### src/rtl/melody_pkg.sv
// rtl/melody_pkg.sv - note codes, melody entry type and the two melody tables
package melody_pkg;

    typedef enum logic [3:0] {
        REST = 4'd0,
        C5   = 4'd1,
        D5   = 4'd2,
        E5   = 4'd3,
        F5   = 4'd4,
        G5   = 4'd5,
        A5   = 4'd6,
        B5   = 4'd7,
        C6   = 4'd8
    } note_e;

    typedef struct packed {
        note_e      note;
        logic [2:0] units;
    } entry_t;

    localparam int NOTE_HP_W = 17;
    localparam int IDX_W     = 3;
    localparam int MEL_LEN   = 5;

    localparam entry_t END_ENTRY = '{note: REST, units: 3'd0};

    // Half-period in 100 MHz clocks: round(100e6 / (2 * f_note)).
    function automatic logic [NOTE_HP_W-1:0] note_hp(input note_e code);
        case (code)
            C5:      note_hp = 17'd95557;
            D5:      note_hp = 17'd85131;
            E5:      note_hp = 17'd75843;
            F5:      note_hp = 17'd71586;
            G5:      note_hp = 17'd63776;
            A5:      note_hp = 17'd56818;
            B5:      note_hp = 17'd50619;
            C6:      note_hp = 17'd47778;
            default: note_hp = '0;
        endcase
    endfunction

    localparam entry_t PWR_MELODY [MEL_LEN] = '{
        '{C5, 3'd2}, '{E5, 3'd2}, '{G5, 3'd2}, '{C6, 3'd2}, END_ENTRY
    };

    localparam entry_t COVER_MELODY [MEL_LEN] = '{
        '{G5, 3'd1}, '{E5, 3'd1}, '{C5, 3'd1}, END_ENTRY, END_ENTRY
    };

endpackage

### src/rtl/melody_rom.sv
// rtl/melody_rom.sv - combinational lookup of one melody table entry
module melody_rom
    import melody_pkg::*;
(
    input  logic             melody_id_i,
    input  logic [IDX_W-1:0] idx_i,
    output entry_t           entry_o
);

    // Indices past the table read as the end marker so a wrapped index stops playback.
    always_comb begin
        entry_o = END_ENTRY;
        if (int'(idx_i) < MEL_LEN) begin
            entry_o = melody_id_i ? COVER_MELODY[idx_i] : PWR_MELODY[idx_i];
        end
    end

endmodule

### src/rtl/melody_sequencer.sv
// rtl/melody_sequencer.sv - plays a fixed melody as half-period/tone-enable pairs for the PWM stage
module melody_sequencer
    import melody_pkg::*;
#(
    parameter int UNIT_CYCLES = 10_000_000,
    parameter int GAP_CYCLES  = 1_000_000,
    parameter int HP_W        = 17
) (
    input  logic            clk,
    input  logic            rst,
    input  logic            start_pwr,
    input  logic            start_cover,
    output logic            tone_en,
    output logic [HP_W-1:0] half_period,
    output logic            busy,
    output logic            done,
    output logic            melody_id
);

    localparam int DUR_W = (7 * UNIT_CYCLES > 1) ? $clog2(7 * UNIT_CYCLES) : 1;
    localparam int GAP_W = (GAP_CYCLES > 1) ? $clog2(GAP_CYCLES) : 1;
    localparam logic [GAP_W-1:0] GAP_LAST = GAP_W'(GAP_CYCLES - 1);
    localparam logic [GAP_W-1:0] GAP_PRE  = (GAP_CYCLES > 1) ? GAP_W'(GAP_CYCLES - 2) : '0;

    typedef enum logic [1:0] {IDLE, PLAY, GAP} state_e;

    state_e           state_q;
    logic [IDX_W-1:0] idx_q;
    logic [DUR_W-1:0] dur_q;
    logic [GAP_W-1:0] gap_q;
    logic [2:0]       units_q;
    logic             mel_q;
    logic             tone_en_q;
    logic [HP_W-1:0]  hp_q;
    logic             busy_q;
    logic             done_q;

    logic             start_any;
    logic             start_sel;
    logic [DUR_W-1:0] dur_last;
    logic             next_is_end;
    entry_t           first_entry;
    entry_t           next_entry;

    assign start_any   = start_pwr | start_cover;
    assign start_sel   = start_cover & ~start_pwr;
    assign dur_last    = DUR_W'(int'(units_q) * UNIT_CYCLES - 1);
    assign next_is_end = (next_entry.units == 3'd0);

    melody_rom u_rom_first (
        .melody_id_i (start_sel),
        .idx_i       ('0),
        .entry_o     (first_entry)
    );

    melody_rom u_rom_next (
        .melody_id_i (mel_q),
        .idx_i       (idx_q + 1'b1),
        .entry_o     (next_entry)
    );

    // done/busy are set one cycle early so they appear during the final gap cycle.
    always_ff @(posedge clk or negedge rst) begin
        if (!rst) begin
            state_q   <= IDLE;
            idx_q     <= '0;
            dur_q     <= '0;
            gap_q     <= '0;
            units_q   <= '0;
            mel_q     <= 1'b0;
            tone_en_q <= 1'b0;
            hp_q      <= '0;
            busy_q    <= 1'b0;
            done_q    <= 1'b0;
        end else begin
            done_q <= 1'b0;
            if (start_any) begin
                state_q   <= PLAY;
                mel_q     <= start_sel;
                idx_q     <= '0;
                dur_q     <= '0;
                gap_q     <= '0;
                units_q   <= first_entry.units;
                hp_q      <= HP_W'(note_hp(first_entry.note));
                tone_en_q <= (first_entry.note != REST);
                busy_q    <= 1'b1;
            end else begin
                case (state_q)
                    IDLE: ;
                    PLAY: begin
                        if (dur_q == dur_last) begin
                            state_q   <= GAP;
                            gap_q     <= '0;
                            tone_en_q <= 1'b0;
                            hp_q      <= '0;
                            if (GAP_CYCLES == 1 && next_is_end) begin
                                done_q <= 1'b1;
                                busy_q <= 1'b0;
                            end
                        end else begin
                            dur_q <= dur_q + 1'b1;
                        end
                    end
                    GAP: begin
                        if (gap_q == GAP_LAST) begin
                            if (next_is_end) begin
                                state_q <= IDLE;
                            end else begin
                                state_q   <= PLAY;
                                idx_q     <= idx_q + 1'b1;
                                dur_q     <= '0;
                                units_q   <= next_entry.units;
                                hp_q      <= HP_W'(note_hp(next_entry.note));
                                tone_en_q <= (next_entry.note != REST);
                            end
                        end else begin
                            gap_q <= gap_q + 1'b1;
                            if (gap_q == GAP_PRE && next_is_end) begin
                                done_q <= 1'b1;
                                busy_q <= 1'b0;
                            end
                        end
                    end
                    default: state_q <= IDLE;
                endcase
            end
        end
    end

    assign tone_en     = tone_en_q;
    assign half_period = hp_q;
    assign busy        = busy_q;
    assign done        = done_q;
    assign melody_id   = mel_q;

endmodule

### config.mk
export PLATFORM = sky130hd
export DESIGN_NAME = melody_sequencer
export DESIGN_NICKNAME = d
export VERILOG_FILES = /design/src/rtl/melody_pkg.sv /design/src/rtl/melody_rom.sv /design/src/rtl/melody_sequencer.sv
export SDC_FILE = /design/constraint.sdc
export NUM_CORES = 1
export LEC_CHECK = 0
export BUFFER_PORTS_ARGS = -buffer_cell sky130_fd_sc_hd__buf_2
export CAP_MARGIN = 15
export CORE_MARGIN = 1.5
export CORE_UTILIZATION = 62
export CTS_CLUSTER_DIAMETER = 100
export CTS_CLUSTER_SIZE = 14
export DETAILED_ROUTE_END_ITERATION = 10
export PLACE_DENSITY = 0.81
export SLEW_MARGIN = 15
export SYNTH_ARGS = -nofsm -noshare
export SYNTH_HDL_FRONTEND = slang
export SYNTH_SLANG_ARGS = --single-unit
export TNS_END_PERCENT = 50
### constraint.sdc
create_clock -name clk -period 3.6 [get_ports clk]
set_clock_uncertainty 0.1 [all_clocks]
set_input_delay 0.36 -clock clk [delete_from_list [all_inputs] [get_ports clk]]
set_output_delay 0.36 -clock clk [all_outputs]
set_load 0.01 [all_outputs]
==> implementation parameters, run 1 <==
Parameter                              Value

Routing
  Initial drt markers ... 305
  First-pass detailed-route iteration total ... 5
  Total wire length after detailed routing ... between 10 and 15 mm
  Antenna Violating Nets Remaining ... 0
  DR vias/cell ... approximately 6.3
  Vias after detailed routing ... about 4,000
  Average wire per standard cell ... 16.97 um
  # DRC ... 0

Placed design
  Final GP Congestion ... about 0.94
  Cell area reported after detailed placement ... 4842 sq um
  Total of buffers placed on input and output ports ... 24
  Detail Placement HPWL ... a little over 7 mm

GRT
  GRT overflow ... 0
  Number of global-route vias before repair ... between 3,000 and 4,000
  Pin count of the biggest net entering global routing ... 76
  Total Routing Usage GR ... 0.2836
  Initial antenna violation count ... 0
  First-pass GRT wire length ... roughly 18 mm

Die
  Die area ... between 7000 and 8000 sq um
  I/O Pins ... 25
  Die W ... between 80 and 90 um
  Std-Cell Core Area ... roughly 7000 sq um
  Number of rows in the core area ... 31
  Initial standard-cell utilization of the core ... 0.6401
  Floorplan die height ... 89.31 um

Timing
  Final clock period utilization by the worst path ... 0.9399
  Total Negative Setup Slacks ... 0 ns
  Max Clock Freq ... roughly 300 MHz
  RSZ-0062 raised after global routing ... no
  Max-slew violation count ... 0
  Number of setup violations in the final report ... 0
  Final-report hold violation count ... 0
  Relative slew slack ... 0.3700
  Transition time at the pin with the least slew margin ... 0.9450 ns
  Clock period minus worst slack ... ~3.4 ns

CTS
  Maximum buffer depth of the clock tree ... 2
  CTS tree ... done
  Hold_buf cts ... 0
  Cts repair resizes ... 0
  Total number of clock tree sinks ... between 70 and 80
  Clock slew at reported path FFs ... 0.09 ns
  Number of buffers inserted during clock tree synthesis ... 9
  Total number of H-tree levels ... 3
  Setup bufs post-CTS ... 0
  Clk_lat worst skew ... roughly 0.36 ns
  Root buffer cell ... sky130_fd_sc_hd__clkbuf_8

Power
  Part of the total power dissipated in the clock network ... 0.396
  Switching power ... between 0.4 and 0.5 mW
  P per Cell Area ... between 300 and 400 nW/um^2
  Combinational group share of total power ... 0.099
  Peak VDD IR ... 0.2280 mV
  Fraction of power spent switching nets ... 0.2568
  Overall Power ... between 1.5 and 2 mW
  Relative contribution of sequential cells to total power ... 0.505
  Internal power summed over all cells ... approximately 1.3 mW
  Static leakage ... ~2.3 nW

Cells and area
  Total area of multi-input combinational cells ... about 2600 sq um
  Ratio of cells with drive above 1 in the final layout ... 0.1375
  Final non-filler cell area ... roughly 5000 sq um
  Layout Nets ... around 550
  Area Growth Syn to Fin ... 9.293%
  Filler Cells Inserted ... ~560
  Storage cell area ... about 1900 sq um
  Antenna cells ... 0

Setup path
  Number of buffer and inverter stages on the critical path ... 2
  Cell breakdown of the critical path ... inv_1, ha_1, or3_1, a21o_1, a2111oi_1, buf_4, nand2_2, a31oi_4, mux2_2
  Arrival time worst endpoint ... between 3 and 4 ns
  Category of cells accounting for the largest share of critical-path delay ... compound AO/OA/AOI/OAI gates
  Worst path required time ... between 3 and 4 ns
  Largest stage delay on the critical path ... about 0.57 ns
  Worst setup path startpoint ... units_q[0]$_DFFE_PN0P_
  Startpoint type of the worst setup path ... register
  Origin of the critical flop-to-flop path ... units_q[0]$_DFFE_PN0P_
  Maximum net fanout on the critical path ... 16
  Library cell contributing the largest single delay on the critical path ... sky130_fd_sc_hd__a31oi_4
  Worst Setup End Kind ... register
  Class of the most critical setup path ... register to register

Synthesis
  Synthesized area ... 4618 sq um
  Number of nets produced by synthesis ... 531
  Async set-or-reset flop fraction in the synthesized netlist ... 1.000
  Register bit total from synthesis ... between 70 and 80
  Warning count from the yosys run ... 0
  Sequential element share of the synthesized area ... 0.4064
  Most used DFF post-synth ... sky130_fd_sc_hd__dfrtp_1
  Post-Syn Instances ... about 510
  Number of unique standard cell types used by synthesis ... between 50 and 60
  Average cell area after synthesis ... between 9 and 10 sq um
  Number of flops mapped to enable cells by yosys ... 0

Outcome
  Result of the run ... completed

Flow run
  Max-cap violations ... 0

Worst hold path
  Path class of the lowest-slack min-delay path ... input pin to asynchronous set/reset pin
## metrics by stage
step | hold WS, ns | util | setup slack, ns | std cells
6_report | 0.03489 | 0.6996 | 0.2163 | 630
3_3_place_gp | 0.3650 | 0.6712 | 0.3811 | 614
3_5_place_dp | 0.3747 | 0.6712 | 0.2445 | 614
5_1_grt | 0.1312 | 0.6996 | 0.05831 | 630
2_1_floorplan | -0.03559 | - | 0.4632 | 506
4_1_cts | 0.07629 | 0.6996 | 0.2484 | 630
## worst paths after layout
kind | endpoint | slack [ns] | cells after the start
worst max-delay path | half_period[7]$_DFFE_PN0P_ | 0.22 | 9
worst min-delay path | half_period[3]$_DFFE_PN0P_ | 0.03 | 1
worst max register to register | half_period[7]$_DFFE_PN0P_ | 0.22 | 9
worst min register to register | half_period[12]$_DFFE_PN0P_ | 0.39 | 1
max in group asynchronous | dur_q[7]$_DFFE_PN0P_ | 2.73 | 1
min in group clk | melody_id$_DFFE_PN0N_ | 0.21 | 2
## layout make-up
class / instances / area share
tap: 99 / 0.02454
timing repair buffer: 35 / 0.04065
clock inverter: 3 / 0.009172
multi-input combinational: 383 / 0.5059
inverter: 22 / 0.01636
sequential: 75 / 0.3718
clock buffer: 13 / 0.03148
## metal layers
| metal | GRT usage | up-vias | part of all wire |
|---|---|---|---|
| met4 | 0.1007 | 0 | 0.012 |
| met3 | 0.03786 | 14 | 0.055 |
| met5 | 0 | - | 0 |
| met1 | 0.3860 | 1933 | 0.44 |
| li1 | - | 1905 | - |
| met2 | 0.4662 | 148 | 0.49 |
## state kept, by name, summed over array words and instances (netlist names), 2 cells and up
signal	cells
gap_q	20
state_q	2
dur_q	27
half_period	17
units_q	2
idx_q	3
## synthesized netlist by cell type (3+ instances only)
master	count	share of area
sky130_fd_sc_hd__a2111o_1	5	0.012
sky130_fd_sc_hd__a21o_1	3	0.0049
sky130_fd_sc_hd__a21oi_1	36	0.039
sky130_fd_sc_hd__a31oi_1	37	0.050
sky130_fd_sc_hd__a41oi_1	9	0.017
sky130_fd_sc_hd__and2_1	5	0.0068
sky130_fd_sc_hd__and3_1	16	0.022
sky130_fd_sc_hd__and4_1	9	0.017
sky130_fd_sc_hd__buf_1	4	0.0033
sky130_fd_sc_hd__clkbuf_1	19	0.015
sky130_fd_sc_hd__dfrtp_1	75	0.41
sky130_fd_sc_hd__ha_1	21	0.057
sky130_fd_sc_hd__inv_1	21	0.017
sky130_fd_sc_hd__mux2_1	4	0.0098
sky130_fd_sc_hd__mux2_2	13	0.032
sky130_fd_sc_hd__mux2i_1	19	0.041
sky130_fd_sc_hd__nand2_1	55	0.045
sky130_fd_sc_hd__nand2b_1	4	0.0054
sky130_fd_sc_hd__nand3_1	21	0.023
sky130_fd_sc_hd__nand4_1	8	0.011
sky130_fd_sc_hd__nor2_1	34	0.028
sky130_fd_sc_hd__nor3_1	3	0.0033
sky130_fd_sc_hd__nor4_1	3	0.0041
sky130_fd_sc_hd__nor4b_1	3	0.0057
sky130_fd_sc_hd__o2111ai_1	5	0.0095
sky130_fd_sc_hd__o21ai_0	26	0.028
sky130_fd_sc_hd__or2_2	4	0.0054
sky130_fd_sc_hd__or3_1	4	0.0054
sky130_fd_sc_hd__xnor2_1	4	0.0076
sky130_fd_sc_hd__xor2_1	4	0.0076
## power groups by stage
stage,sequential [mW],clock (mW),combinational [mW]
after floorplan,0.892,0,0.105
after global placement,0.886,0,0.163
after detailed placement,0.888,0,0.169
after CTS,0.871,0.687,0.171
after global routing,0.874,0.734,0.190
final,0.871,0.682,0.170
## cells by family (layout without fill, tap and decap cells)
kind of cell | Yosys count | in the layout | share of synthesized area
buffers and inverters | 48 | 73 | 0.04118
multiplexers | 36 | 36 | 0.08263
XOR/XNOR | 8 | 8 | 0.01517
adder cells (fa/ha/maj) | 21 | 21 | 0.05689
flip-flops | 75 | 75 | 0.4064
AND/OR/NAND/NOR | 181 | 181 | 0.2048
AO/OA/AOI/OAI | 137 | 137 | 0.1929
## cell usage in the layout, fill, tap and decap left out, drive strengths merged, types with 13 or more instances in the layout
cell | synthesis | routed
dfrtp | 75 | 75
nand2 | 56 | 56
a31oi | 38 | 38
a21oi | 36 | 36
buf | 7 | 35
nor2 | 34 | 34
o21ai | 26 | 26
inv | 21 | 21
nand3 | 21 | 21
ha | 21 | 21
mux2i | 19 | 19
mux2 | 17 | 17
and3 | 16 | 16
clkbuf | 19 | 13
Note: power is estimated with default switching activity, not from simulation.
==> inputs of run 2 (changes only) <==
--- a/config.mk
+++ b/config.mk
@@ -5,10 +5,12 @@
 export SDC_FILE = /design/constraint.sdc
 export NUM_CORES = 1
 export LEC_CHECK = 0
+export ABC_AREA = 1
 export BUFFER_PORTS_ARGS = -buffer_cell sky130_fd_sc_hd__buf_2
 export CAP_MARGIN = 15
 export CORE_MARGIN = 1.5
-export CORE_UTILIZATION = 62
+export CORE_UTILIZATION = 63
+export CTS_BUF_LIST = sky130_fd_sc_hd__clkbuf_16
 export CTS_CLUSTER_DIAMETER = 100
 export CTS_CLUSTER_SIZE = 14
 export DETAILED_ROUTE_END_ITERATION = 10
==> run 2 against run 1 <==
  * Cell count rose by 64%
  * Combinational power is 71% higher
  * Sequential share of layout area decreased by 6.5 points
  * First-iteration DRC count increased by 42%
  * Core utilization increased by 0.15 points
  * Maximum frequency increased by 14%
  * Design area is 21% higher
  * Sequential cell count unchanged
  * Area after synthesis increased by 23%
  * Setup slack better by 0.40 ns
  * Non-clock buffer count down 6
  * Clock-buffer cell count shrank 4
  * Critical endpoint is now gap_q[3]$_DFFE_PN0P_
  * Largest cell class unchanged
  * Largest power group is now the clock network
==> implementation parameters, run 2 <==
Parameter                              Value

Timing
  Transition time at the pin with the least slew margin ... 0.9543 ns (+0.009369 ns)
  Final clock period utilization by the worst path ... 0.8279 (-0.1120)
  Clock period minus worst slack ... 2.980 ns (-0.4032 ns)
  Number of setup violations in the final report ... 0 (unchanged)
  Relative slew slack ... 0.3638 (-0.006246)
  Total Negative Setup Slacks ... 0 ns (unchanged)
  Max-slew violation count ... 0 (unchanged)
  Max Clock Freq ... 335.5 MHz (+14%)
  RSZ-0062 raised after global routing ... no
  Final-report hold violation count ... 0 (unchanged)

Routing
  # DRC ... 0 (unchanged)
  Total wire length after detailed routing ... 15.53 mm (+45%)
  Initial drt markers ... 433 (+42%)
  Vias after detailed routing ... 5,822 (+46%)
  DR vias/cell ... 5.620 (-11%)
  Antenna Violating Nets Remaining ... 0 (unchanged)
  First-pass detailed-route iteration total ... 5 (unchanged)
  Average wire per standard cell ... 14.99 um (-12%)

CTS
  Clk_lat worst skew ... 0.34 ns (-0.02 ns)
  Cts repair resizes ... 0 (unchanged)
  Total number of clock tree sinks ... 75 (unchanged)
  Hold_buf cts ... 0 (unchanged)
  Clock slew at reported path FFs ... 0.06 ns (-0.03 ns)
  CTS tree ... done
  Number of buffers inserted during clock tree synthesis ... 9 (unchanged)
  Maximum buffer depth of the clock tree ... 2 (unchanged)
  Total number of H-tree levels ... 3 (unchanged)
  Setup bufs post-CTS ... 0 (unchanged)
  Root buffer cell ... sky130_fd_sc_hd__clkbuf_16

Flow run
  Max-cap violations ... 0 (unchanged)

Die
  Initial standard-cell utilization of the core ... 0.6508 (+0.01066)
  I/O Pins ... 25 (unchanged)
  Die area ... 9587 sq um (+20%)
  Floorplan die height ... 97.92 um (+9.6%)
  Die W ... 97.92 um (+9.6%)
  Std-Cell Core Area ... 8721 sq um (+21%)
  Number of rows in the core area ... 34 (+9.7%)

Setup path
  Cell repeated most along the worst path ... sky130_fd_sc_hd__nand2_1
  Library cell contributing the largest single delay on the critical path ... sky130_fd_sc_hd__dfrtp_1
  Maximum net fanout on the critical path ... 30 (+14)
  Largest stage delay on the critical path ... 0.46 ns (-0.11 ns)
  Capture point of the critical path ... gap_q[3]$_DFFE_PN0P_
  Reg2Reg Capture Point ... gap_q[3]$_DFFE_PN0P_
  Arrival time worst endpoint ... 3.10 ns (-0.42 ns)
  Cell breakdown of the critical path ... inv_1, ha_1, inv_1, ha_1, xnor2_1, nand2_1, nor2_1, nand2_1, nor2_1, nand2_1, nand2_2, nand2_1, buf_4, nand2_1, nand2_1
  Cell depth of the worst flop-to-flop path ... 15 (+6)
  Class of the most critical setup path ... register to register
  Origin of the critical flop-to-flop path ... units_q[0]$_DFFE_PN0P_
  Worst path required time ... 3.72 ns (-0.02 ns)
  Worst Setup End Kind ... register
  Startpoint type of the worst setup path ... register
  Worst reg-to-reg setup slack ... 0.62 ns (+0.40 ns)
  Worst setup path startpoint ... units_q[0]$_DFFE_PN0P_

Synthesis
  Register bit total from synthesis ... 75 (unchanged)
  List of most frequent post-synthesis cells ... 355 x sky130_fd_sc_hd__nand2_1, 135 x sky130_fd_sc_hd__nor2_1, 120 x sky130_fd_sc_hd__nand3_1, 75 x sky130_fd_sc_hd__dfrtp_1, 74 x sky130_fd_sc_hd__inv_1
  Synthesized area ... 5675 sq um (+23%)
  Warning count from the yosys run ... 0 (unchanged)
  Top-area cell type share of the netlist area ... 0.3307 (-0.07571)
  Leading cell type by number of instances after synthesis ... sky130_fd_sc_hd__nand2_1
  Async set-or-reset flop fraction in the synthesized netlist ... 1.000 (unchanged)
  Number of nets produced by synthesis ... 938 (+77%)
  Number of unique standard cell types used by synthesis ... 33 (-39%)
  Dominant cells by area after synthesis ... sky130_fd_sc_hd__dfrtp_1 33%, sky130_fd_sc_hd__nand2_1 23%, sky130_fd_sc_hd__nand3_1 11%
  Post-Syn Instances ... 913 (+80%)
  Sequential element share of the synthesized area ... 0.3307 (-0.07571)
  Most used DFF post-synth ... sky130_fd_sc_hd__dfrtp_1
  Largest area contributor in the netlist ... sky130_fd_sc_hd__dfrtp_1
  Number of flops mapped to enable cells by yosys ... 0 (unchanged)
  Average cell area after synthesis ... 6.216 sq um (-32%)

GRT
  Total Routing Usage GR ... 0.3381 (+0.05442)
  GRT overflow ... 0 (unchanged)
  Number of global-route vias before repair ... 5,478 (+46%)
  Pin count of the biggest net entering global routing ... 76 (unchanged)
  First-pass GRT wire length ... 26.30 mm (+49%)
  Initial antenna violation count ... 0 (unchanged)

Power
  P per Cell Area ... 349.2 nW/um^2 (+2.2%)
  Peak VDD IR ... 0.2686 mV (+18%)
  Static leakage ... 2.982 nW (+29%)

Cells and area
  Antenna cells ... 0 (unchanged)
  Max FFs per register ... 27 (unchanged)
  Biggest register ... dur_q
  Most common library cell in the layout ignoring fill and taps ... sky130_fd_sc_hd__nand2_1
  Filler Cells Inserted ... 785 (+41%)
  Most frequent cells in the layout ... 355 x sky130_fd_sc_hd__nand2_1, 135 x sky130_fd_sc_hd__nor2_1, 120 x sky130_fd_sc_hd__nand3_1
  Layout Nets ... 950 (+72%)
  Area Growth Syn to Fin ... 7.738%
  Ratio of cells with drive above 1 in the final layout ... 0.07112 (-0.06636)
  Final core utilization ... 0.7011 (+0.001530)

Worst hold path
  Path class of the lowest-slack min-delay path ... input pin to asynchronous set/reset pin

Placed design
  Final GP Congestion ... 0.9778 (+3.6%)
  Total of buffers placed on input and output ports ... 24 (unchanged)
  Detail Placement HPWL ... 11.22 mm (+54%)

Outcome
  Result of the run ... completed
-- run 2: cell types whose count changed after synthesis, sizes merged, moves of 16 or more --
cell   change
mux2      -17
a31oi     -38
and3      -16
nor2     +103
a21oi     -24
inv       +57
nand2    +306
nand3    +100
mux2i     -19
-- run 2: per-stage QoR --
| step | power (mW) | hold slack, ns | std cells | worst slack (ns) | instance area (sq um) |
|---|---|---|---|---|---|
| floorplan | 1.095 | -0.03559 | 913 | 1.238 | 5675 |
| global placement | 1.175 | 0.3491 | 1022 | 0.8076 | 5809 |
| detailed placement | 1.181 | 0.3541 | 1022 | 0.6456 | 5809 |
| CTS | 2.138 | 0.1113 | 1036 | 0.6129 | 6115 |
| global route | 2.212 | 0.1227 | 1036 | 0.3210 | 6115 |
| finish | 2.135 | 0.07150 | 1036 | 0.6196 | 6115 |
-- run 2: layout make-up --
class | count | area, sq um | area share
Clock buffer | 9 | 225.2 | 0.03683
Sequential cell | 75 | 1877 | 0.3069
Tap cell | 108 | 135.1 | 0.02210
Multi-Input combinational cell | 730 | 3337 | 0.5457
Inverter | 80 | 300.3 | 0.04911
Timing Repair Buffer | 29 | 160.2 | 0.02619
Clock inverter | 5 | 80.08 | 0.01310
-- run 2: worst min path at each step --
stage	startpoint	end	slack, ns	cells past startpoint
final	rst	dur_q[19]$_DFFE_PN0P_	0.07	1
after detailed placement	half_period[13]$_DFFE_PN0P_	half_period[13]$_DFFE_PN0P_	0.35	2
after CTS	rst	dur_q[15]$_DFFE_PN0P_	0.11	1
after global placement	half_period[13]$_DFFE_PN0P_	half_period[13]$_DFFE_PN0P_	0.35	2
after global routing	start_pwr	melody_id$_DFFE_PN0N_	0.12	2
after floorplan	rst	busy$_DFFE_PN0P_	-0.04	0
-- run 2: per-layer routing --
layer / track usage / up-vias / wire length, um
li1: - / 2912 / -
met1: 0.4506 / 2678 / 6870
met2: 0.5650 / 198 / 7476
met3: 0.04223 / 34 / 786
met4: 0.1264 / 0 / 395
met5: 0 / - / 0
-- run 2: worst max-delay path, delay by kind of cell (launching register included) --
family	cells	cell delay, ns
XOR/XNOR	1	0.16
adder cells (fa/ha/maj)	2	0.57
buffers and inverters	3	0.49
flip-flops	1	0.46
AND/OR/NAND/NOR	9	1.08
-- run 2: logic make-up after synthesis --
family | Yosys count | synth area share
flops | 75 | 0.3307
simple gates | 664 | 0.4952
compound gates | 39 | 0.03726
buf+inv | 108 | 0.08135
xor+xnor | 6 | 0.009259
fa+ha+maj | 21 | 0.04630
-- run 2: power by group --
part	leakage (nW)	switching [mW]	internal, mW
clock	0.143	0.367	0.598
sequential	1.00	0.0166	0.862
combinational	1.84	0.200	0.0909
total	2.98	0.584	1.55
==> inputs of run 3 (changes only) <==
--- a/config.mk
+++ b/config.mk
@@ -9,12 +9,12 @@
 export BUFFER_PORTS_ARGS = -buffer_cell sky130_fd_sc_hd__buf_2
 export CAP_MARGIN = 15
 export CORE_MARGIN = 1.5
-export CORE_UTILIZATION = 63
+export CORE_UTILIZATION = 57
 export CTS_BUF_LIST = sky130_fd_sc_hd__clkbuf_16
 export CTS_CLUSTER_DIAMETER = 100
 export CTS_CLUSTER_SIZE = 14
 export DETAILED_ROUTE_END_ITERATION = 10
-export PLACE_DENSITY = 0.81
+export PLACE_DENSITY = 0.78
 export SLEW_MARGIN = 15
 export SYNTH_ARGS = -nofsm -noshare
 export SYNTH_HDL_FRONTEND = slang
==> constraint.sdc (replaced) <==
create_clock -name clk -period 2.5 [get_ports clk]
set_clock_uncertainty 0.1 [all_clocks]
set_input_delay 0.25 -clock clk [delete_from_list [all_inputs] [get_ports clk]]
set_output_delay 0.25 -clock clk [all_outputs]
set_load 0.01 [all_outputs]
==> run 3 against run 2 <==
  * Wire length down 0.50%
  * Design area up 5.8%
  * Via count up 1.4%
  * Power up 46%
  * Register-to-register slack worse by 0.44 ns
  * Non-clock buffer count up 25
  * Clock-buffer cell count unchanged
  * Worst hold slack worse by 0.043 ns
  * Sequential power up 43%
  * Cell count up 5.0%
  * Setup slack worse by 0.44 ns
  * Largest power group unchanged
==> implementation parameters, run 3 (same netlist as run 2, synthesis figures left out) <==
Parameter                              Value

Setup path
  Largest stage delay on the critical path ... 0.37 ns (-0.09 ns)
  Number of buffer and inverter stages on the critical path ... 4 (+1)
  Worst setup path startpoint ... units_q[0]$_DFFE_PN0P_
  Number of cells on the critical path ... 16 (+1)
  Library cell contributing the largest single delay on the critical path ... sky130_fd_sc_hd__dfrtp_1
  Worst path required time ... 2.64 ns (-1.08 ns)
  Maximum net fanout on the critical path ... 20 (-33%)
  Worst Setup End Kind ... register
  Capture point of the critical path ... gap_q[19]$_DFFE_PN0P_
  Startpoint type of the worst setup path ... register
  Cell repeated most along the worst path ... sky130_fd_sc_hd__nand2_1
  Worst reg-to-reg setup slack ... 0.18 ns (-0.44 ns)
  Arrival time worst endpoint ... 2.46 ns (-0.64 ns)
  Origin of the critical flop-to-flop path ... units_q[0]$_DFFE_PN0P_
  Cell depth of the worst flop-to-flop path ... 16 (+1)
  Cell breakdown of the critical path ... inv_1, ha_1, inv_1, ha_4, inv_1, nand2_1, nand2_1, nor2_1, nand3_1, nor2_1, nand2_1, nand2_4, nand2_1, buf_6, nand2_1, nand2_1
  Category of cells accounting for the largest share of critical-path delay ... simple AND/OR/NAND/NOR gates
  Reg2Reg Capture Point ... gap_q[19]$_DFFE_PN0P_
  Class of the most critical setup path ... register to register

Outcome
  Result of the run ... completed

CTS
  Root buffer cell ... sky130_fd_sc_hd__clkbuf_16
  Maximum buffer depth of the clock tree ... 2 (unchanged)
  Clock slew at reported path FFs ... 0.06 ns (about the same)
  Clk_lat worst skew ... 0.34 ns (about the same)
  Total number of clock tree sinks ... 75 (unchanged)
  Number of buffers inserted during clock tree synthesis ... 9 (unchanged)
  Total number of H-tree levels ... 3 (unchanged)
  CTS tree ... done

Worst hold path
  Hold path cells ... 2
  Path class of the lowest-slack min-delay path ... input pin to register

GRT
  Total Routing Usage GR ... 0.3032 (-0.03486)
  GRT overflow ... 0 (unchanged)
  First-pass GRT wire length ... 25.01 mm (-4.9%)
  Number of global-route vias before repair ... 5,292 (-3.4%)
  Initial antenna violation count ... 0 (unchanged)
  Pin count of the biggest net entering global routing ... 42 (-45%)

Cells and area
  Antenna cells ... 0 (unchanged)
  Area Growth Syn to Fin ... 13.98%
  Biggest register ... dur_q
  Layout Nets ... 975 (+2.6%)
  Filler Cells Inserted ... 910 (+16%)
  Ratio of cells with drive above 1 in the final layout ... 0.09843 (+0.02731)
  Most frequent cells in the layout ... 355 x sky130_fd_sc_hd__nand2_1, 134 x sky130_fd_sc_hd__nor2_1, 120 x sky130_fd_sc_hd__nand3_1
  Most common library cell in the layout ignoring fill and taps ... sky130_fd_sc_hd__nand2_1
  Max FFs per register ... 27 (unchanged)
  Final std cells w/o fill ... 1,088 (+5.0%)

Timing
  Relative slew slack ... 0.6351 (+0.2714)
  Max Clock Freq ... 430.6 MHz (+28%)
  Final clock period utilization by the worst path ... 0.9290 (+0.1011)
  Fin worst setup slack ... 0.1775 ns (-0.4420 ns)
  Transition time at the pin with the least slew margin ... 0.5431 ns (-0.4112 ns)
  Clock period minus worst slack ... 2.322 ns (-0.6580 ns)
  Final-report hold violation count ... 0 (unchanged)
  Number of setup violations in the final report ... 0 (unchanged)
  Max-slew violation count ... 0 (unchanged)

Die
  I/O Pins ... 25 (unchanged)
  Die W ... 102.8 um (+5.0%)
  Number of rows in the core area ... 36 (+5.9%)
  Floorplan die height ... 102.8 um (+5.0%)
  Die area ... 10,560 sq um (+10%)
  Std-Cell Core Area ... 9729 sq um (+12%)
  Initial standard-cell utilization of the core ... 0.5833 (-0.06746)

Power
  P per Cell Area ... 482.5 nW/um^2 (+38%)
  Peak VDD IR ... 0.3505 mV (+31%)
  Static leakage ... 3.157 nW (+5.9%)

Placed design
  Final GP Congestion ... 0.9618 (-1.6%)
  Total of buffers placed on input and output ports ... 24 (unchanged)
  Detail Placement HPWL ... 10.90 mm (-2.9%)
  Dpl ws ... 0.06046 ns (-0.5851 ns)
  Number of instances in the placed design ... 1,068 (+4.5%)

Routing
  Vias after detailed routing ... 5,904 (+1.4%)
  Initial drt markers ... 345 (-20%)
  Antenna Violating Nets Remaining ... 0 (unchanged)
  Average wire per standard cell ... 14.20 um (-5.3%)
  Total wire length after detailed routing ... 15.45 mm (-0.50%)
  First-pass detailed-route iteration total ... 6 (+1)
  DR vias/cell ... 5.426 (-3.4%)
  # DRC ... 0 (unchanged)

Flow run
  Max-cap violations ... 0 (unchanged)
## run 3: cell types whose count changed in the layout (fill, tap and decap cells not counted), moves of 2 or more
cell,delta
sky130_fd_sc_hd__buf_6,+2
sky130_fd_sc_hd__buf_12,+4
sky130_fd_sc_hd__clkinvlp_4,-2
sky130_fd_sc_hd__clkinv_4,+2
sky130_fd_sc_hd__buf_4,+17
sky130_fd_sc_hd__clkinv_2,+2
sky130_fd_sc_hd__nand2_8,+2
## run 3: cell type report
type                            instances  area (sq um)  share of cell area
Multi-Input combinational cell        730          3382              0.5228
Clock inverter                          7         92.59             0.01431
Inverter                               80         300.3             0.04642
Timing Repair Buffer                   54         425.4             0.06576
Clock buffer                            9         225.2             0.03482
Tap cell                              133         166.4             0.02573
Sequential cell                        75          1877              0.2901
## run 3: stage by stage
step / utilization / power, mW / hold slack [ns] / cell area, sq um / TNS (ns)
after floorplan: - / 1.576 / -0.1456 / 5675 / 0
after global placement: 0.6191 / 1.712 / 0.1423 / 6023 / 0
after detailed placement: 0.6191 / 1.716 / 0.1487 / 6023 / 0
after CTS: 0.6528 / 3.112 / 0.01675 / 6351 / 0
after global routing: 0.6649 / 3.244 / 0.02289 / 6469 / -0.004281
final: 0.6649 / 3.121 / 0.02849 / 6469 / 0
## run 3: power by group
part | switching, mW | internal (mW) | leakage, nW
Combinational | 0.301 | 0.162 | 2.00
Clock | 0.526 | 0.872 | 0.159
Sequential | 0.0186 | 1.24 | 1.00
## run 3: metal layers
metal | GRT usage | routed length, um | vias to the layer above | share of wire
li1 | - | - | 2968 | -
met3 | 0.05085 | 1006 | 37 | 0.065
met2 | 0.5038 | 7228 | 199 | 0.47
met5 | 0 | 0 | - | 0
met4 | 0.1029 | 368 | 0 | 0.024
met1 | 0.4038 | 6847 | 2700 | 0.44
## run 3: what timing repair did
action / in CTS / in global routing
gates resized for setup: 0 / 11
buffers inserted: 0 / 2
endpoints found under the hold margin: 34 / 0
endpoints found under the setup margin: 0 / 66
hold buffers: 1 / 0
## run 3: worst min-delay path by stage
stage                    from                    end  slack, ns
floorplan                 rst       busy$_DFFE_PN0P_      -0.15
global placement          rst  dur_q[15]$_DFFE_PN0P_       0.14
detailed placement        rst  dur_q[15]$_DFFE_PN0P_       0.15
CTS                 start_pwr  melody_id$_DFFE_PN0N_       0.02
global route        start_pwr  melody_id$_DFFE_PN0N_       0.02
finish              start_pwr  melody_id$_DFFE_PN0N_       0.03
